File: config.mk
export PLATFORM = sky130hd
export DESIGN_NAME = chroma_sequencer_flat
export DESIGN_NICKNAME = d
export VERILOG_FILES = /design/src/rtl/video_timing_pkg.sv /design/src/rtl/chroma_sequencer_if.sv /design/src/rtl/line_position_counter.sv /design/src/rtl/chroma_sequencer.sv /design/src/flat_wrapper.sv
export SDC_FILE = /design/constraint.sdc
export NUM_CORES = 1
export LEC_CHECK = 0
export ABC_AREA = 1
export BUFFER_PORTS_ARGS = -buffer_cell sky130_fd_sc_hd__buf_2
export CAP_MARGIN = 20
export CELL_PAD_IN_SITES_DETAIL_PLACEMENT = 0
export CELL_PAD_IN_SITES_GLOBAL_PLACEMENT = 1
export CORE_ASPECT_RATIO = 1.25
export CORE_MARGIN = 3
export CORE_UTILIZATION = 44
export DETAILED_ROUTE_END_ITERATION = 12
export PLACE_DENSITY = 0.81
export REMOVE_ABC_BUFFERS = 1
export SETUP_SLACK_MARGIN = 0.5
export SLEW_MARGIN = 25
export SYNTH_ARGS = -nofsm -noshare
export SYNTH_HDL_FRONTEND = slang
export SYNTH_SLANG_ARGS = --single-unit
export TNS_END_PERCENT = 50
File: constraint.sdc
create_clock -name clk -period 2 [get_ports clk]
set_clock_uncertainty 0.1 [all_clocks]
set_input_delay 0.1 -clock clk [delete_from_list [all_inputs] [get_ports clk]]
set_output_delay 0.1 -clock clk [all_outputs]
set_load 0.1 [all_outputs]
File: src/rtl/video_timing_pkg.sv
// video_timing_pkg
// Shared timing constants and types for the chroma sequencing slice:
//   - default per-line clock counts, derived from the system clock period
//   - PAL/NTSC field lengths and vertical-interval burst blanking ranges
//   - seq_state_t, the field/mode state of the sequencer
//   - helpers that pick the field length and burst blanking for a given line
package video_timing_pkg;

  // 48 MHz system clock.
  localparam real CLK_PERIOD_USEC = 1.0 / 48.0;

  // Round-to-nearest conversion of the analogue timings into clock counts.
  localparam int DEF_CLKS_PER_LINE_PAL  = $rtoi(64.0 / CLK_PERIOD_USEC + 0.5);
  localparam int DEF_CLKS_PER_LINE_NTSC = $rtoi(63.556 / CLK_PERIOD_USEC + 0.5);
  localparam int DEF_BURST_START_PAL    = $rtoi(5.6 / CLK_PERIOD_USEC + 0.5);
  localparam int DEF_BURST_START_NTSC   = $rtoi(5.3 / CLK_PERIOD_USEC + 0.5);
  localparam int DEF_HSYNC_LEN          = $rtoi(4.7 / CLK_PERIOD_USEC + 0.5);

  // Counter widths: 12 bits covers a 64 us line at 48 MHz, 10 bits a field.
  localparam int CNT_W  = 12;
  localparam int LINE_W = 10;

  // Lines per field (field 0 / field 1).
  localparam int PAL_F0_LINES  = 313;
  localparam int PAL_F1_LINES  = 312;
  localparam int NTSC_F0_LINES = 263;
  localparam int NTSC_F1_LINES = 262;

  // Burst blanking: head of every field, plus the tail of PAL field 1.
  localparam int PAL_BLANK_HEAD_LAST  = 5;
  localparam int PAL_BLANK_F1_TAIL    = 2;
  localparam int NTSC_BLANK_HEAD_LAST = 8;

  typedef enum logic [1:0] {
    F0          = 2'd0,
    F1          = 2'd1,
    MODE_SWITCH = 2'd2
  } seq_state_t;

  function automatic logic [LINE_W-1:0] field_lines(input logic pal, input logic field1);
    if (pal) return field1 ? LINE_W'(PAL_F1_LINES) : LINE_W'(PAL_F0_LINES);
    return field1 ? LINE_W'(NTSC_F1_LINES) : LINE_W'(NTSC_F0_LINES);
  endfunction

  function automatic logic burst_blanked(input logic pal, input logic field1,
                                         input logic [LINE_W-1:0] line);
    if (pal)
      return (line <= LINE_W'(PAL_BLANK_HEAD_LAST)) ||
             (field1 && (line >= LINE_W'(PAL_F1_LINES - PAL_BLANK_F1_TAIL)));
    return line <= LINE_W'(NTSC_BLANK_HEAD_LAST);
  endfunction

endpackage

File: src/rtl/chroma_sequencer_if.sv
// chroma_sequencer_if
// Sequencing bundle between the video generator, the chroma sequencer and
// the QAM modulator.
//   pal_mode_req : requested standard (1 = PAL, 0 = NTSC), from the generator
//   pal_mode     : standard in effect, changes only at frame boundaries
//   hsync        : high for the first HSYNC_LEN clocks of each line
//   startburst   : 1-clock burst start pulse
//   newline      : 1-clock pulse at each line start
//   newframe     : 1-clock pulse at field 0, line 0
//   even_line    : PAL V-switch phase
//   even_field   : 1 during field 0
//   line_num     : 0-based line index within the current field
// master = sequencer side, slave = consumer side.
interface chroma_sequencer_if;
  import video_timing_pkg::*;

  logic              pal_mode_req;
  logic              pal_mode;
  logic              hsync;
  logic              startburst;
  logic              newline;
  logic              newframe;
  logic              even_line;
  logic              even_field;
  logic [LINE_W-1:0] line_num;

  modport master (
    input  pal_mode_req,
    output pal_mode, hsync, startburst, newline, newframe,
           even_line, even_field, line_num
  );

  modport slave (
    output pal_mode_req,
    input  pal_mode, hsync, startburst, newline, newframe,
           even_line, even_field, line_num
  );
endinterface

File: src/rtl/line_position_counter.sv
// line_position_counter
// Horizontal clock counter and field-relative line counter.
//   clk, rst_n  : clock, asynchronous active-low reset
//   clr         : synchronous clear of both counters (wins over counting)
//   line_len    : clocks per line for the current mode
//   field_len   : lines in the current field
//   h_cnt       : 0..line_len-1
//   line_cnt    : 0..field_len-1
//   line_wrap   : h_cnt is on the last clock of the line
//   field_wrap  : last clock of the last line of the field
module line_position_counter
  import video_timing_pkg::*;
(
  input  logic              clk,
  input  logic              rst_n,
  input  logic              clr,
  input  logic [CNT_W-1:0]  line_len,
  input  logic [LINE_W-1:0] field_len,
  output logic [CNT_W-1:0]  h_cnt,
  output logic [LINE_W-1:0] line_cnt,
  output logic              line_wrap,
  output logic              field_wrap
);

  logic [CNT_W-1:0]  h_cnt_reg;
  logic [LINE_W-1:0] line_cnt_reg;

  assign line_wrap  = (h_cnt_reg == line_len - CNT_W'(1));
  assign field_wrap = line_wrap && (line_cnt_reg == field_len - LINE_W'(1));
  assign h_cnt      = h_cnt_reg;
  assign line_cnt   = line_cnt_reg;

  always_ff @(posedge clk or negedge rst_n) begin
    if (!rst_n) begin
      h_cnt_reg    <= '0;
      line_cnt_reg <= '0;
    end else if (clr) begin
      h_cnt_reg    <= '0;
      line_cnt_reg <= '0;
    end else if (line_wrap) begin
      h_cnt_reg    <= '0;
      line_cnt_reg <= field_wrap ? '0 : line_cnt_reg + LINE_W'(1);
    end else begin
      h_cnt_reg    <= h_cnt_reg + CNT_W'(1);
    end
  end

endmodule

File: src/rtl/chroma_sequencer.sv
// chroma_sequencer
// Line/field scheduler for the QAM chroma modulator (interlaced PAL/NTSC).
//   clk    : sole clock
//   rst_n  : asynchronous active-low reset
//   seq    : chroma_sequencer_if.master (pal_mode_req in; pal_mode, hsync,
//            startburst, newline, newframe, even_line, even_field, line_num out)
// A requested standard change is taken only at the field 1 -> field 0 frame
// boundary, through a 1-clock MODE_SWITCH state that lengthens the last line
// of the old frame by one clock.
// Optional feature: define CHROMA_BURST_BLANKING_EN to suppress the burst on
// vertical-interval lines; undefined, a burst is started on every line.
// All outputs are registered decodes of the counters (1 clock lag).
module chroma_sequencer
  import video_timing_pkg::*;
#(
  parameter int CLKS_PER_LINE_PAL  = DEF_CLKS_PER_LINE_PAL,
  parameter int CLKS_PER_LINE_NTSC = DEF_CLKS_PER_LINE_NTSC,
  parameter int BURST_START_PAL    = DEF_BURST_START_PAL,
  parameter int BURST_START_NTSC   = DEF_BURST_START_NTSC,
  parameter int HSYNC_LEN          = DEF_HSYNC_LEN
) (
  input  logic               clk,
  input  logic               rst_n,
  chroma_sequencer_if.master seq
);

  // A burst position past the end of the line is legal but never fires.
  if (BURST_START_PAL >= CLKS_PER_LINE_PAL) begin : g_pal_burst_unreachable
    $warning("chroma_sequencer: BURST_START_PAL beyond line end, PAL burst never fires");
  end
  if (BURST_START_NTSC >= CLKS_PER_LINE_NTSC) begin : g_ntsc_burst_unreachable
    $warning("chroma_sequencer: BURST_START_NTSC beyond line end, NTSC burst never fires");
  end
  if (CLKS_PER_LINE_PAL > 2**CNT_W || CLKS_PER_LINE_NTSC > 2**CNT_W) begin : g_line_too_long
    $error("chroma_sequencer: line length does not fit the horizontal counter");
  end

  seq_state_t        state_reg, state_next;
  logic              mode_reg;      // standard the counters run in
  logic              parity_reg;    // line parity, source of even_line
  logic [CNT_W-1:0]  h_cnt;
  logic [LINE_W-1:0] line_cnt;
  logic              line_wrap, field_wrap;
  logic              in_switch, field1, burst_ok;
  int                burst_start;

  logic              pal_mode_reg, hsync_reg, startburst_reg, newline_reg;
  logic              newframe_reg, even_line_reg, even_field_reg;
  logic [LINE_W-1:0] line_num_reg;
  logic              hsync_next, startburst_next, newline_next, newframe_next;
  logic              even_line_next, even_field_next;
  logic [LINE_W-1:0] line_num_next;

  assign in_switch   = (state_reg == MODE_SWITCH);
  assign field1      = (state_reg == F1);
  assign burst_start = mode_reg ? BURST_START_PAL : BURST_START_NTSC;

`ifdef CHROMA_BURST_BLANKING_EN
  assign burst_ok = !burst_blanked(mode_reg, field1, line_cnt);
`else
  assign burst_ok = 1'b1;
`endif

  line_position_counter u_pos (
    .clk        (clk),
    .rst_n      (rst_n),
    .clr        (in_switch),
    .line_len   (mode_reg ? CNT_W'(CLKS_PER_LINE_PAL) : CNT_W'(CLKS_PER_LINE_NTSC)),
    .field_len  (field_lines(mode_reg, field1)),
    .h_cnt      (h_cnt),
    .line_cnt   (line_cnt),
    .line_wrap  (line_wrap),
    .field_wrap (field_wrap)
  );

  // State register
  always_ff @(posedge clk or negedge rst_n) begin
    if (!rst_n) state_reg <= F0;
    else        state_reg <= state_next;
  end

  // Next-state logic
  always_comb begin
    state_next = state_reg;
    case (state_reg)
      F0:          if (field_wrap) state_next = F1;
      F1:          if (field_wrap) state_next = (seq.pal_mode_req != mode_reg) ? MODE_SWITCH : F0;
      MODE_SWITCH: state_next = F0;
      default:     state_next = F0;
    endcase
  end

  // Mode latch and line parity. MODE_SWITCH is only entered when the request
  // differs from the running mode, so flipping the mode takes the new value.
  always_ff @(posedge clk or negedge rst_n) begin
    if (!rst_n) begin
      mode_reg   <= 1'b1;
      parity_reg <= 1'b0;
    end else if (in_switch) begin
      mode_reg   <= ~mode_reg;
      parity_reg <= 1'b0;
    end else if (line_wrap) begin
      parity_reg <= ~parity_reg;
    end
  end

  // Output decode. During the MODE_SWITCH clock nothing pulses and the
  // line/field descriptors hold, so they change together with newline.
  always_comb begin
    newline_next    = !in_switch && (h_cnt == '0);
    newframe_next   = newline_next && (line_cnt == '0) && (state_reg == F0);
    hsync_next      = !in_switch && (int'(h_cnt) < HSYNC_LEN);
    startburst_next = !in_switch && burst_ok && (int'(h_cnt) == burst_start);
    even_field_next = in_switch ? even_field_reg : (state_reg == F0);
    even_line_next  = in_switch ? even_line_reg  : parity_reg;
    line_num_next   = in_switch ? line_num_reg   : line_cnt;
  end

  always_ff @(posedge clk or negedge rst_n) begin
    if (!rst_n) begin
      pal_mode_reg   <= 1'b1;
      hsync_reg      <= 1'b0;
      startburst_reg <= 1'b0;
      newline_reg    <= 1'b0;
      newframe_reg   <= 1'b0;
      even_line_reg  <= 1'b0;
      even_field_reg <= 1'b1;
      line_num_reg   <= '0;
    end else begin
      pal_mode_reg   <= mode_reg;
      hsync_reg      <= hsync_next;
      startburst_reg <= startburst_next;
      newline_reg    <= newline_next;
      newframe_reg   <= newframe_next;
      even_line_reg  <= even_line_next;
      even_field_reg <= even_field_next;
      line_num_reg   <= line_num_next;
    end
  end

  assign seq.pal_mode   = pal_mode_reg;
  assign seq.hsync      = hsync_reg;
  assign seq.startburst = startburst_reg;
  assign seq.newline    = newline_reg;
  assign seq.newframe   = newframe_reg;
  assign seq.even_line  = even_line_reg;
  assign seq.even_field = even_field_reg;
  assign seq.line_num   = line_num_reg;

endmodule

File: src/flat_wrapper.sv
// flat-port wrapper written by rule: the top's interface ports become plain ports
module chroma_sequencer_flat import video_timing_pkg::*;
#(
  parameter int CLKS_PER_LINE_PAL  = DEF_CLKS_PER_LINE_PAL,
  parameter int CLKS_PER_LINE_NTSC = DEF_CLKS_PER_LINE_NTSC,
  parameter int BURST_START_PAL    = DEF_BURST_START_PAL,
  parameter int BURST_START_NTSC   = DEF_BURST_START_NTSC,
  parameter int HSYNC_LEN          = DEF_HSYNC_LEN
)
  (clk, rst_n, seq_pal_mode_req, seq_pal_mode, seq_hsync, seq_startburst, seq_newline, seq_newframe, seq_even_line, seq_even_field, seq_line_num);
  chroma_sequencer_if seq_i ();
  input  logic clk;
  input  logic rst_n;
  input wire logic [$bits(seq_i.pal_mode_req)-1:0] seq_pal_mode_req;
  output wire logic [$bits(seq_i.pal_mode)-1:0] seq_pal_mode;
  output wire logic [$bits(seq_i.hsync)-1:0] seq_hsync;
  output wire logic [$bits(seq_i.startburst)-1:0] seq_startburst;
  output wire logic [$bits(seq_i.newline)-1:0] seq_newline;
  output wire logic [$bits(seq_i.newframe)-1:0] seq_newframe;
  output wire logic [$bits(seq_i.even_line)-1:0] seq_even_line;
  output wire logic [$bits(seq_i.even_field)-1:0] seq_even_field;
  output wire logic [$bits(seq_i.line_num)-1:0] seq_line_num;
  assign seq_i.pal_mode_req = seq_pal_mode_req;
  assign seq_pal_mode = seq_i.pal_mode;
  assign seq_hsync = seq_i.hsync;
  assign seq_startburst = seq_i.startburst;
  assign seq_newline = seq_i.newline;
  assign seq_newframe = seq_i.newframe;
  assign seq_even_line = seq_i.even_line;
  assign seq_even_field = seq_i.even_field;
  assign seq_line_num = seq_i.line_num;
  chroma_sequencer #(.CLKS_PER_LINE_PAL(CLKS_PER_LINE_PAL), .CLKS_PER_LINE_NTSC(CLKS_PER_LINE_NTSC), .BURST_START_PAL(BURST_START_PAL), .BURST_START_NTSC(BURST_START_NTSC), .HSYNC_LEN(HSYNC_LEN)) u_core (.clk(clk), .rst_n(rst_n), .seq(seq_i));
endmodule
==> impl_metrics.py <==
metrics = {
    "outcome": {
        "status": "finished, final reports clean",
    },
    "power": {
        "max-vdd-ir-drop_mv": 0.579,
        "swShare_pct": 32.8,
        "p_switching_w": 0.000830,
        "seqPwrFrac_pct": 41.7,
        "p_comb_share_pct": 26.2,
        "p_leak_nw": 1.66,
        "pwr-share-clk_pct": 32.2,
        "cell_internal_pwr_w": 0.00170,
        "power_density_mw_per_mm2": 778,
    },
    "floorplan": {
        "io_pins": 20,
        "core_mm2": 0.00526,
        "fp.dieW_um": 73.2,
        "dieArea_mm2": 0.00658,
        "rows": 29,
        "initial_core_util_pct": 47.2,
        "die_h_um": 90.0,
    },
    "placed_design": {
        "gp_congestion": 0.921,
        "dp_hpwl_mm": 4.21,
        "io_buffer_count": 19,
    },
    "yosys": {
        "async_reset_ff_share_pct": 100,
        "synth_edf_count": 0,
        "synth_warnings": 0,
        "synth_area_mm2": 0.00248,
        "synth_area_leaders": "dfrtp_1 (40%), nand2_1 (13%), nor2_1 (6.4%), inv_1 (6.2%), xor2_1 (4.6%)",
        "yosys.area.top_type": "dfrtp_1",
        "synth_cell_types": 33,
        "synth_most_common_cell": "nand2_1",
        "netlist_instances": 324,
        "ys_seq_area_share_pct": 43.5,
        "netlist.area_leader.share_pct": 40.3,
        "avgSynthCellArea_um2": 7.66,
        "ys_ff_latch": 43,
        "synth-main-ff-cell": "dfrtp_1",
        "synth_common_cells": "nand2_1 (86), nor2_1 (42), inv_1 (41)",
    },
    "sta": {
        "hold_violations": 0,
        "finalSetupTns_ns": 0,
        "tightest_slew_ns": 0.607,
        "post-route-min-period_ns": 1.78,
        "maxClockFrequency_ghz": 0.562,
        "period_share_pct": 89.0,
        "max-slew-margin-rel_pct": 59.5,
        "setup_viol": 0,
        "final_max_slew_viol_count": 0,
        "rsz0062_at_grt": "true",
    },
    "clocking": {
        "cts_sinks": 43,
        "cts_max_level": 2,
        "cts-root-buf": "clkbuf_8",
        "cts_tree": "built",
        "cts_buffer_depth": 2,
        "clk_latency_ns": 0.30,
        "path_clk_slew_ns": 0.09,
        "cts_buffers": 5,
    },
    "grt": {
        "antenna_found_initial": 0,
        "grt_max_degree": 44,
        "grtUsageTotal_pct": 19.9,
        "grt_pass1_wl_mm": 10.3,
        "first_global_vias": 2180,
        "gr-total-overflow": 0,
    },
    "finish": {
        "largest_register_ffs": 12,
        "nets": 382,
        "drive_gt1_share_pct": 32.9,
        "num_antenna_cells": 0,
        "post-route-util_pct": 61.7,
        "area_delta_synth_final_pct": 30.9,
    },
    "drt": {
        "drc": 0,
        "wl_mm": 6.17,
        "wl_per_cell_um": 14.1,
        "drtAntennaViolNets": 0,
        "first_pass_iters": 4,
        "via_per_inst": 5.00,
        "drt_iter0_drc": 89,
        "via_count": 2181,
    },
    "setup_path": {
        "cp-end-kind": "register",
        "worst-path-max-fanout": 4,
        "start_kind": "register",
        "worstSetupPathType": "register to register",
        "cp.arrival_ns": 1.87,
        "cp_data_required_time_ns": 2.10,
    },
    "worst_hold_path": {
        "hp-class": "input port to asynchronous set/reset pin",
    },
    "job": {
        "max-cap-violations": 0,
    },
}
## stage by stage
step	worst slack [ns]	power, W	hold slack [ns]	cell area [µm²]	cells
6_report	0.221	0.00253	0.281	3250	436
4_1_cts	0.266	0.00240	0.316	3050	428
5_1_grt	0.126	0.00268	0.343	3250	436
3_5_place_dp	0.185	0.00154	0.113	2650	401
3_3_place_gp	0.221	0.00154	0.108	2650	401
2_1_floorplan	0.336	0.00141	-0.296	2430	316
## cell type report
| cell class | instances | area [µm²] |
|---|---|---|
| multi-input combinational | 227 | 1340 |
| fill | 451 | 2010 |
| inverter | 46 | 200 |
| timing repair buffer | 50 | 417 |
| clock buffer | 5 | 68.8 |
| clock inverter | 3 | 67.6 |
| tap | 62 | 77.6 |
| sequential | 43 | 1080 |
## layer usage
layer  vias to the layer above  part of all wire, %  GRT usage (%)
met1                      1020                   41           23.4
li1                       1123                    -              -
met2                        28                   54           35.7
met3                        10                  2.5           3.01
met4                         0                  1.8           6.62
met5                         -                    0              0
## power by group through the flow
stage                     Combinational (W)  Sequential (W)  Clock, W
after floorplan                    0.000330         0.00108         0
after global placement             0.000466         0.00107         0
after detailed placement           0.000470         0.00107         0
after CTS                          0.000508         0.00106  0.000837
after global routing               0.000739         0.00107  0.000870
final                              0.000661         0.00105  0.000813
## worst paths after layout
path / start / end / slack [ns] / cells past startpoint
min in group clk: u_core.seq.line_num[4] / u_core.seq.line_num[4] / 0.37 / 2
max: u_core.mode_reg / u_core.state_reg[0] / 0.22 / 10
min reg2reg: u_core.seq.line_num[4] / u_core.seq.line_num[4] / 0.37 / 2
max reg2reg: u_core.mode_reg / u_core.state_reg[0] / 0.22 / 10
min: rst_n / u_core.u_pos.line_cnt[3] / 0.28 / 3
max in group asynchronous: rst_n / u_core.u_pos.h_cnt[0] / 1.09 / 3
## critical path, stage by stage (launching register included)
cell and delay, ns:
dfstp_2 0.61, buf_6 0.12, ha_4 0.19, nand2_2 0.07, nand2_2 0.07, nor2_2 0.11, nand2_1 0.06, nor2_2 0.11
nand2_2 0.10, nand3_2 0.09, o21ai_2 0.05
## logic make-up after synthesis
family | Yosys count | share of synthesized area (%)
DFF | 43 | 43.5
and+or+nand+nor | 186 | 34.4
adders and majority gates | 6 | 3.03
xor gates and xnor gates | 14 | 4.94
AOI/OAI and AO/OA | 21 | 5.04
buffers and inverters | 54 | 9.08
## placed cells by master, fill, tap and decap left out, types with 11 or more instances in the layout
cell,instances
buf_2,19
buf_4,19
dfrtp_1,38
inv_1,37
nand2_1,72
nand2_2,13
nand3_1,18
nand4_1,13
nor2_1,30
nor2_2,11
xor2_1,13
## what timing repair did
action | CTS | global route
endpoints found under the setup margin | 29 | 40
buffers inserted | 16 | 8
hold buffers | 2 | 0
resized for setup | 20 | 50
hold endpoints to repair | 41 | 0
gates cloned | 1 | 0
pin swaps | 5 | 19
Power figures use the tool's default switching activity.
